File: src/rtl/uart_sram_loader.sv
// rtl/uart_sram_loader.sv - UART frame parser that packs payload into 32-bit SRAM writes (optional checksum: UART_LOADER_CHECKSUM_EN)
module uart_sram_loader #(
  parameter int unsigned       ADDR_W      = 20,
  parameter logic [ADDR_W-1:0] BASE_ADDR   = '0,
  parameter int unsigned       TIMEOUT_CYC = 50000000
) (
  input  logic              clk,
  input  logic              rst_n,
  input  logic              rx_valid,
  input  logic [7:0]        rx_data,
  input  logic              rx_ferr,
  output logic              sram_req,
  input  logic              sram_ack,
  output logic [ADDR_W-1:0] sram_addr,
  output logic [31:0]       sram_wdata,
  output logic              busy,
  output logic              done,
  output logic              err,
  output logic [1:0]        err_code
);

  typedef enum logic [2:0] {
    IDLE,
    LEN_HI,
    LEN_LO,
    DATA,
`ifdef UART_LOADER_CHECKSUM_EN
    CHK,
`endif
    FINISH,
    ERR
  } state_t;

  state_t      state, next_state;
  logic [7:0]  len_hi;
  logic [15:0] words_left;
  logic [1:0]  byte_idx;
  logic [23:0] pack_reg;
  logic [31:0] idle_cnt;
`ifdef UART_LOADER_CHECKSUM_EN
  logic [7:0]  xor_acc;
`endif

  logic       start, len_hi_take, len_lo_take, byte_take, word_load;
  logic       done_set, err_set, ack_fire, timed, timeout;
  logic [1:0] err_val;

  assign ack_fire = sram_req & sram_ack;
  assign busy     = (state != IDLE);
  assign timeout  = timed && (idle_cnt >= TIMEOUT_CYC);

  // Inter-byte timeout only applies while the frame is still expecting bytes
  always_comb begin
    timed = 1'b0;
    case (state)
      LEN_HI, LEN_LO, DATA: timed = 1'b1;
`ifdef UART_LOADER_CHECKSUM_EN
      CHK:                  timed = 1'b1;
`endif
      default:              timed = 1'b0;
    endcase
  end

  // State register
  always_ff @(posedge clk or negedge rst_n) begin
    if (!rst_n) state <= IDLE;
    else        state <= next_state;
  end

  // Next-state and control strobes; errors take priority over byte handling
  always_comb begin
    next_state  = state;
    start       = 1'b0;
    len_hi_take = 1'b0;
    len_lo_take = 1'b0;
    byte_take   = 1'b0;
    word_load   = 1'b0;
    done_set    = 1'b0;
    err_set     = 1'b0;
    err_val     = 2'd0;
    if (state != IDLE && state != ERR && rx_ferr) begin
      err_set = 1'b1;
      err_val = 2'd1;
    end else if (timeout) begin
      err_set = 1'b1;
      err_val = 2'd2;
    end else begin
      case (state)
        IDLE: begin
          if (rx_valid && !rx_ferr && rx_data == 8'hA5) begin
            start      = 1'b1;
            next_state = LEN_HI;
          end
        end
        LEN_HI: begin
          if (rx_valid) begin
            len_hi_take = 1'b1;
            next_state  = LEN_LO;
          end
        end
        LEN_LO: begin
          if (rx_valid) begin
            len_lo_take = 1'b1;
            if ({len_hi, rx_data} == 16'd0) begin
`ifdef UART_LOADER_CHECKSUM_EN
              next_state = CHK;
`else
              next_state = IDLE;
              done_set   = 1'b1;
`endif
            end else begin
              next_state = DATA;
            end
          end
        end
        DATA: begin
          if (rx_valid) begin
            byte_take = 1'b1;
            if (byte_idx == 2'd3) begin
              // A word finishing while the previous write is still unaccepted has nowhere to go
              if (sram_req && !sram_ack) begin
                err_set = 1'b1;
                err_val = 2'd3;
              end else begin
                word_load = 1'b1;
                if (words_left == 16'd1) begin
`ifdef UART_LOADER_CHECKSUM_EN
                  next_state = CHK;
`else
                  next_state = FINISH;
`endif
                end
              end
            end
          end
        end
`ifdef UART_LOADER_CHECKSUM_EN
        CHK: begin
          if (rx_valid) begin
            if (rx_data != xor_acc) begin
              err_set = 1'b1;
              err_val = 2'd3;
            end else if (!sram_req || ack_fire) begin
              next_state = IDLE;
              done_set   = 1'b1;
            end else begin
              next_state = FINISH;
            end
          end
        end
`endif
        FINISH: begin
          if (!sram_req || ack_fire) begin
            next_state = IDLE;
            done_set   = 1'b1;
          end
        end
        ERR: begin
          if (!sram_req || ack_fire) next_state = IDLE;
        end
        default: next_state = IDLE;
      endcase
    end
    if (err_set) next_state = ERR;
  end

  // Datapath: length capture, byte packing, write handshake, error flags, timer
  always_ff @(posedge clk or negedge rst_n) begin
    if (!rst_n) begin
      sram_req   <= 1'b0;
      sram_addr  <= BASE_ADDR;
      sram_wdata <= 32'd0;
      done       <= 1'b0;
      err        <= 1'b0;
      err_code   <= 2'd0;
      len_hi     <= 8'd0;
      words_left <= 16'd0;
      byte_idx   <= 2'd0;
      pack_reg   <= 24'd0;
      idle_cnt   <= 32'd0;
`ifdef UART_LOADER_CHECKSUM_EN
      xor_acc    <= 8'd0;
`endif
    end else begin
      done <= done_set;
      if (start) begin
        err       <= 1'b0;
        err_code  <= 2'd0;
        sram_addr <= BASE_ADDR;
        byte_idx  <= 2'd0;
`ifdef UART_LOADER_CHECKSUM_EN
        xor_acc   <= 8'd0;
`endif
      end
      if (err_set) begin
        err      <= 1'b1;
        err_code <= err_val;
      end
      if (len_hi_take) len_hi <= rx_data;
      if (len_lo_take) begin
        words_left <= {len_hi, rx_data};
        byte_idx   <= 2'd0;
      end
      if (byte_take) begin
        byte_idx <= byte_idx + 2'd1;
        case (byte_idx)
          2'd0:    pack_reg[7:0]   <= rx_data;
          2'd1:    pack_reg[15:8]  <= rx_data;
          2'd2:    pack_reg[23:16] <= rx_data;
          default: pack_reg        <= pack_reg;
        endcase
`ifdef UART_LOADER_CHECKSUM_EN
        xor_acc <= xor_acc ^ rx_data;
`endif
      end
      // Address advances on every accepted write; a word loaded in the same cycle takes the new slot
      if (ack_fire) begin
        sram_req  <= 1'b0;
        sram_addr <= sram_addr + ADDR_W'(1);
      end
      if (word_load) begin
        sram_req   <= 1'b1;
        sram_wdata <= {rx_data, pack_reg};
        words_left <= words_left - 16'd1;
      end
      if (rx_valid || !timed) idle_cnt <= 32'd0;
      else if (!timeout)      idle_cnt <= idle_cnt + 32'd1;
    end
  end

endmodule
File: config.mk
export PLATFORM = sky130hd
export DESIGN_NAME = uart_sram_loader
export DESIGN_NICKNAME = d
export VERILOG_FILES = /design/src/rtl/uart_sram_loader.sv
export SDC_FILE = /design/constraint.sdc
export NUM_CORES = 1
export LEC_CHECK = 0
export CAP_MARGIN = 20
export CORE_MARGIN = 2
export CORE_UTILIZATION = 45
export CTS_CLUSTER_DIAMETER = 50
export DETAILED_ROUTE_END_ITERATION = 8
export PLACE_DENSITY_LB_ADDON = 0.2
export SYNTH_ARGS = -nofsm -noshare
export SYNTH_HDL_FRONTEND = slang
export SYNTH_SLANG_ARGS = --single-unit
export TNS_END_PERCENT = 20
File: constraint.sdc
create_clock -name clk -period 3.55 [get_ports clk]
set_clock_uncertainty 0.2 [all_clocks]
set_input_delay 0.5325 -clock clk [delete_from_list [all_inputs] [get_ports clk]]
set_output_delay 0.5325 -clock clk [all_outputs]
set_load 0.1 [all_outputs]
* Yosys cells after proc, flatten, opt, wreduce, memory -nomap -nowiden *
Index checks and enable logic that the tools add are counted.

word-level totals
  register bits after elaboration = 142
  latch bits = 0
  memory bits (writable) = 0
  bits in read-only memories = 0
  input port bits = 13
  output and inout port bits = 58
  logic and storage cells = 135
  memories kept = 0

operators by class
  $add $sub $neg = 4
  $mul = 0
  div/mod/pow operators = 0
  $lt $le $gt $ge = 1
  equal/unequal tests = 22
  shift-type cells = 0
  mux-type cells = 66
  bitwise operators = 1
  reductions and logical operators = 27

operator list
  kind                     number
  $mux W32                 2
  $mux W20                 2
  $mux W1                  36
  $mux W3                  11
  $add A32 B1 Y32 const B  1
  $ge A32 B26 Y1 const B   1
  $mux W16                 2
  $ne A3 B3 Y1 const B     8
  $mux W2                  11
  $add A20 B1 Y20 const B  1
  $eq A16 B1 Y1 const B    1
  $logic_not A16 Y1        1
  $sub A16 B1 Y16 const B  1
  $pmux W3 S5              1
  $reduce_and A10 Y1       1
  $eq A8 B8 Y1 const B     1
  $reduce_bool A2 Y1       4
  $eq A3 B2 Y1 const B     2
  $eq A3 B3 Y1 const B     2
  $logic_and A1 B1 Y1      6
  $reduce_and A2 Y1        3
  $reduce_bool A3 Y1       2
  $eq A2 B2 Y1 const B     2
  $logic_not A1 Y1         4
  other kinds (13)         15

* Logic depth before layout (Yosys ltp) *
Gate-level depths: netlist (run 1).

  word-level depth = 10
  depth in mapped cells = 10
  gate-level depth less buffers = 7

* Worst setup path after synthesis (run 1) *
OpenSTA, ideal clock, no wires.

  path type = reg2reg
  start point = register state[0]
  end point = register sram_addr[5]
  library setup time = 0.165 ns
  arrival time = 2.700 ns
  data required time = 3.185 ns
  path slack = 0.485 ns
  cell stages (with the launch flop) = 9
  path buffers = 2
  cells stage by stage = dfrtp_1 clkbuf_1 inv_1 nand3_1 nor2_1 nor2_1 clkbuf_1 o21ai_0 o41ai_1

on the way
  elaborated cells between the ends (all ways) = 15
  those cells by class = eq/ne: 4; mux: 4; reduce/logical: 7

RTL lines
  element                              RTL line  text
  from (decl)                          34        state_t state, next_state;
  from (signal assigned)               67        else state <= next_state;
  $reduce_bool A3 Y1                   --
  named net busy                       16        output logic busy,
  $logic_and A1 B1 Y1 (2 in a row)     81        if (state != IDLE && state != ERR && rx_ferr) begin
  $mux W1                              81
  $reduce_bool A2 Y1 (no source line)  --
  to (signal assigned)                 219       sram_addr <= sram_addr + ADDR_W'(1);
  to (decl)                            14        output logic [ADDR_W-1:0] sram_addr,

The timed path passes the listed nets, and every way through them passes these cells.
A chain may end at the register's enable or synchronous reset.

* Worst setup path in the final report (run 1) *
  start point = register idle_cnt[8]
  end point = register pack_reg[2]

on the way
  word-level cells in the longest chain between the ends = 5

RTL lines
  element                             RTL line  text
  from (decl)                         39        logic [31:0] idle_cnt;
  from (signal assigned)              227       else if (!timeout) idle_cnt <= idle_cnt + 32'd1;
  $ge A32 B26 Y1                      50        assign timeout = timed && (idle_cnt >= TIMEOUT_CYC);
  $logic_and A1 B1 Y1                 50
  $mux W1                             84        end else if (timeout) begin
  $mux W1                             81
  $reduce_and A2 Y1 (no source line)  --
  to (signal assigned)                207       2'd0: pack_reg[7:0] <= rx_data;
  to (signal assigned)                210       default: pack_reg <= pack_reg;
  to (decl)                           38        logic [23:0] pack_reg;

No other way between the ends.

==> impl_metrics.toml, run 1 <==
[pwr]
p_int_mw = 3.49
switching_share_pct = 35.6
p_seq_share_pct = 39.9
pwr-share-clk_pct = 33.6
ir_worst_vdd_mv = 0.364
power_leakage_nw = 3.87
powerDensity_nw_per_um2 = 647
power_frac_comb_pct = 26.5
power.switching_mw = 1.93

[die]
die_y_microns = 127
num_rows = 44
fp.dieW_microns = 127
boundaryPins = 71
dieArea_sq_um = 16100
start_util_pct = 46.5
core_region_area_sq_um = 14600

[routing]
drt_pass1_iterations = 5
vias = 5458
ant_nets = 0
viasPerCell = 5.60
wire_per_inst_microns = 16.7
drcViolationCount = 0
drtIter0Drc = 352
wirelength_microns = 16300

[clock_network]
cts_tree = "done"
insertion_delay_ns = 0.42
postCtsSetupBuffers = 0
ctsHtreeMaxLevel = 4
postCtsHoldBufs = 0
ctsResizeCount = 0
clock_sinks = 142
cts_root_buf = "clkbuf_16"
clk_pin_slew_worst_paths_ns = 0.06
cts_buffers = 17
clock_path_buffers = 2

[sta]
min_period_ns = 2.86
tightest_slew_ns = 0.988
period_share_pct = 80.6
rsz0062_at_grt = "no"
setup_viol = 0
hold_violations = 0
max_slew_margin_pct = 33.9
max_freq_mhz = 350
slew_violations = 0
fin_setup_tns_ns = 0

[synthesis]
synth_top_cells_by_count = "153 x nand2_1, 142 x dfrtp_1, 51 x nor2_1"
postSynthCellCount = 697
ys_warn_count = 0
ys_seq_area_share_pct = 52.2
synth-main-ff-cell = "dfrtp_1"
ys_ff_latch = 142
synth.top_cell.area_share_pct = 52.2
avgSynthCellArea_sq_um = 9.77
syn_nets = 719
syn_area_sq_um = 6810
post-synth-top-count-cell = "nand2_1"
synthArstFlopShare_pct = 100
synth_edf_count = 0
synth_top_cell_by_area = "dfrtp_1"
yosysUniqueCellTypes = 65
synthTopCellsByArea = "dfrtp_1 52%, nand2_1 8.4%, mux2_1 5.3%, nor2_1 2.8%, o21ai_0 2.7%"

[critical_path]
worst_r2r_endpoint = "pack_reg[2]$_DFFE_PN0P_"
worstPathRequired_ns = 3.65
worst_setup_path_end_kind = "flip-flop"
crit_path_start_kind = "flip-flop"
rrSetupSlack_ns = 0.69
rr_worst_depth = 6
crit_type = "reg2reg"
rr_startpoint = "idle_cnt[8]$_DFFE_PN0P_"
cp_max_fo = 8
cp.arrival_ns = 2.96

[worst_hold_path]
hp-class = "reg2reg"
hp-start = "pack_reg[12]$_DFFE_PN0P_"
hold_path_depth = 2
hold_end = "sram_wdata[12]$_DFFE_PN0P_"

[cells_and_area]
final_nets = 799
area_growth_syn_to_layout_pct = 23.1
design_area_sq_um = 8380
drive_above_1_share_pct = 10.1
antenna_cells = 0
fillers = 1222
finalNonFillerCells = 974

[global_routing]
grt_pass1_wl_microns = 27500
grt_pass1_vias = 5386
grt-ovfl-total = 0
grt_max_degree = 115
antenna_found_initial = 0
grt_use_total_pct = 21.5

[place]
gp_congestion = 0.892
hpwl_microns = 11300
place_area_sq_um = 7740
placedCellCount = 940
port_buffers = 70

[run]
max_cap_violations = 0

[status]
status = "complete, no violations"
==> layout make-up <==
| cell class | count | area, sq um | area share [%] |
|---|---|---|---|
| Tap cell | 184 | 230 | 2.75 |
| Clock buffer | 20 | 447 | 5.33 |
| Timing Repair Buffer | 90 | 865 | 10.3 |
| Sequential cell | 142 | 3550 | 42.4 |
| Clock inverter | 12 | 159 | 1.90 |
| Inverter | 19 | 71.3 | 0.851 |
| Multi-Input combinational cell | 507 | 3060 | 36.5 |
==> cell usage in the layout, fill, tap and decap left out, types with 10 or more instances in the layout <==
master,n
inv_1,19
nor4_1,10
clkdlybuf4s50_1,60
dfrtp_1,142
nand3_1,30
a21oi_1,19
o21ai_0,37
nor3_1,10
nand2_1,153
nor2_1,51
and2_1,14
o211ai_1,11
and3_1,10
mux2_1,32
clkbuf_16,17
xnor2_1,21
nand4_1,11
buf_4,26
==> worst max-delay path, stage by stage, from the launching register on <==
cell	delay, ns
dfrtp_1	0.43
or4_1	0.53
o2111a_1	0.30
o21ai_2	0.28
and3_1	0.40
nand2_2	0.23
mux2_1	0.36
==> worst max-delay path by stage <==
stage                                       start                         to  slack, ns  cells after the start
after detailed placement               rx_data[6]  sram_addr[14]$_DFFE_PN0P_       0.35                      8
after CTS                 idle_cnt[8]$_DFFE_PN0P_    pack_reg[8]$_DFFE_PN0P_       0.69                      6
after global routing                     rx_valid  words_left[4]$_DFFE_PN0P_       0.53                      8
after floorplan              state[0]$_DFFE_PN0P_   sram_addr[5]$_DFFE_PN0P_       0.48                      8
after global placement                 rx_data[6]  sram_addr[14]$_DFFE_PN0P_       0.40                      8
final                     idle_cnt[8]$_DFFE_PN0P_    pack_reg[2]$_DFFE_PN0P_       0.69                      6
==> through the flow <==
stage / hold slack, ns / utilization (%) / worst slack [ns] / total power, mW
after floorplan: 0.0369 / - / 0.485 / 3.20
after global placement: 0.248 / 52.8 / 0.401 / 3.57
after detailed placement: 0.255 / 52.8 / 0.354 / 3.61
after CTS: 0.131 / 57.0 / 0.694 / 5.45
after global routing: 0.294 / 57.2 / 0.533 / 5.69
final: 0.268 / 57.2 / 0.690 / 5.42
==> metal layers <==
| metal | up-vias | wire length, microns | track usage, % |
|---|---|---|---|
| li1 | 2601 | - | - |
| met1 | 2680 | 7370 | 28.6 |
| met2 | 136 | 7890 | 35.0 |
| met3 | 41 | 637 | 4.69 |
| met4 | 0 | 389 | 7.56 |
| met5 | - | 0 | 0 |
==> power by group through the flow <==
stage / sequential, mW / combinational [mW] / clock [mW]
4_1_cts: 2.16 / 1.44 / 1.85
6_report: 2.16 / 1.44 / 1.82
5_1_grt: 2.20 / 1.56 / 1.93
3_5_place_dp: 2.18 / 1.43 / 0
2_1_floorplan: 2.42 / 0.780 / 0
3_3_place_gp: 2.17 / 1.40 / 0
==> kinds of logic (layout without fill, tap and decap cells) <==
| logic type | count (synthesis) | in the layout | synth area share [%] |
|---|---|---|---|
| multiplexers | 35 | 35 | 5.75 |
| AO/OA/AOI/OAI | 114 | 114 | 11.6 |
| adder cells (fa/ha/maj) | 9 | 9 | 1.65 |
| flip-flops | 142 | 142 | 52.2 |
| XOR/XNOR | 24 | 24 | 3.09 |
| buffers and inverters | 48 | 141 | 3.05 |
| AND/OR/NAND/NOR | 325 | 325 | 22.7 |
Note: power is estimated with default switching activity, not from simulation.
==> run 2, diff against run 1 <==
clock period = 2.8 ns   (was 3.55 ns; I/O delays follow)
==> run 2 against run 1 <==
  * Sequential share of layout area down 0.46 points
  * Sequential power is 26% higher
  * Via count up 2.9%
  * Utilization is 0.63 points higher
  * Critical endpoint is now idle_cnt[22]$_DFFE_PN0P_
  * Critical path type unchanged
  * Largest cell class unchanged
  * Combinational power is 31% higher
  * Sequential cell count unchanged
  * Non-clock buffer count is 24 higher
  * Die area unchanged
==> impl_metrics.toml, run 2 (synthesized netlist as in run 1, its figures left out) <==
[worst_hold_path]
hp-class = "in2async"

[routing]
drtIter0Drc = 341
wirelength_microns = 16900
drt_pass1_iterations = 5
drcViolationCount = 0
vias = 5618
viasPerCell = 5.63
ant_nets = 0
wire_per_inst_microns = 16.9

[sta]
setup_viol = 0
max_slew_margin_pct = 50.0
hold_violations = 0
slew_violations = 0
period_share_pct = 98.2
fin_setup_tns_ns = 0
tightest_slew_ns = 0.748
rsz0062_at_grt = "yes"
min_period_ns = 2.75
hold_slack_ns = 0.227
max_freq_mhz = 364
setup_ws_ns = 0.0501

[global_routing]
grt-ovfl-total = 0
antenna_found_initial = 0
grt_max_degree = 48
grt_pass1_wl_microns = 28100
grt_pass1_vias = 5563
grt_use_total_pct = 21.9

[place]
hpwl_microns = 11900
port_buffers = 70
placedCellCount = 965
place_area_sq_um = 7830
pre_cts_slack_ns = 0.0350
gp_congestion = 0.915

[pwr]
switching_share_pct = 36.3
p_seq_share_pct = 39.4
total_power_mw = 6.93
ir_worst_vdd_mv = 0.475
powerDensity_nw_per_um2 = 818
power.switching_mw = 2.52
power_leakage_nw = 4.10
p_int_mw = 4.41
pwr-share-clk_pct = 33.3
power_frac_comb_pct = 27.3

[critical_path]
worstPathCellList = "or4_4, a2111o_1, o21a_2, buf_4, a211oi_4, a31oi_1, a41o_1"
worstPathRequired_ns = 2.91
cp_max_fo = 21
worst_setup_path_end_kind = "flip-flop"
slowest_stage = "or4_4"
crit_path_start_kind = "flip-flop"
max_stage_delay_ns = 0.57
crit_type = "reg2reg"
cp.arrival_ns = 2.86

[clock_network]
clock_path_buffers = 2
cts_tree = "done"
clk_pin_slew_worst_paths_ns = 0.06
insertion_delay_ns = 0.43
cts_root_buf = "clkbuf_16"
clock_sinks = 142
ctsHtreeMaxLevel = 4
postCtsSetupBuffers = 0
cts_buffers = 17

[cells_and_area]
multiInputGateArea_sq_um = 3090
fin_util_pct = 57.9
layout_commonest_cell = "nand2_1"
final_nets = 823
finalNonFillerCells = 998
fillers = 1276
layout_common_cells = "153 x nand2_1, 142 x dfrtp_1, 98 x buf_4, 51 x nor2_1, 37 x o21ai_0"
design_area_sq_um = 8470
drive_above_1_share_pct = 19.7
area_growth_syn_to_layout_pct = 24.4
final-seq-area_sq_um = 3550
antenna_cells = 0

[die]
boundaryPins = 71
num_rows = 44
start_util_pct = 46.5
die_y_microns = 127
dieArea_sq_um = 16100
core_region_area_sq_um = 14600
fp.dieW_microns = 127

[status]
status = "complete, no violations"

[run]
max_cap_violations = 0
-- run 2: what timing repair did --
item                                    4_1_cts  5_1_grt
endpoints found under the setup margin        0       36
hold buffers                                  1        0
resized for setup                             0        5
hold endpoints to repair                     73        0
-- run 2: cell type report --
class	count	area share (%)
timing repair buffer	114	10.9
tap	184	2.72
inverter	19	0.842
sequential	142	41.9
multi-input combinational	507	36.4
clock buffer	19	5.34
clock inverter	13	1.80
-- run 2: worst paths after layout --
| kind | from | endpoint | slack, ns | depth (start not counted) |
|---|---|---|---|---|
| worst max-delay path | idle_cnt[29]$_DFFE_PN0P_ | idle_cnt[22]$_DFFE_PN0P_ | 0.05 | 7 |
| worst min-delay path | rst_n | sram_addr[8]$_DFFE_PN0P_ | 0.23 | 2 |
| worst min register to register | pack_reg[21]$_DFFE_PN0P_ | sram_wdata[21]$_DFFE_PN0P_ | 0.27 | 2 |
| max in group asynchronous | rst_n | words_left[9]$_DFFE_PN0P_ | 1.34 | 3 |
| worst max register to register | idle_cnt[29]$_DFFE_PN0P_ | idle_cnt[22]$_DFFE_PN0P_ | 0.05 | 7 |
| min in group clk | pack_reg[21]$_DFFE_PN0P_ | sram_wdata[21]$_DFFE_PN0P_ | 0.27 | 2 |
-- run 2: routing by layer --
layer	routed length [microns]	vias up	track usage, %
li1	-	2653	-
met1	7630	2814	29.7
met2	8410	143	36.0
met3	756	8	4.77
met4	123	0	5.88
met5	0	-	0
-- run 2: worst max-delay path, delay by kind of cell (launching register included) --
kind,cells,cell delay (ns)
flip-flops,1,0.39
buffers and inverters,1,0.24
AND/OR/NAND/NOR,1,0.57
AO/OA/AOI/OAI,5,1.24
-- run 2: power groups by stage --
| stage | Combinational, mW | Sequential [mW] | Clock (mW) |
|---|---|---|---|
| 2_1_floorplan | 0.995 | 3.07 | 0 |
| 3_3_place_gp | 1.84 | 2.73 | 0 |
| 3_5_place_dp | 1.88 | 2.75 | 0 |
| 4_1_cts | 1.90 | 2.72 | 2.35 |
| 5_1_grt | 2.06 | 2.78 | 2.44 |
| 6_report | 1.89 | 2.73 | 2.31 |
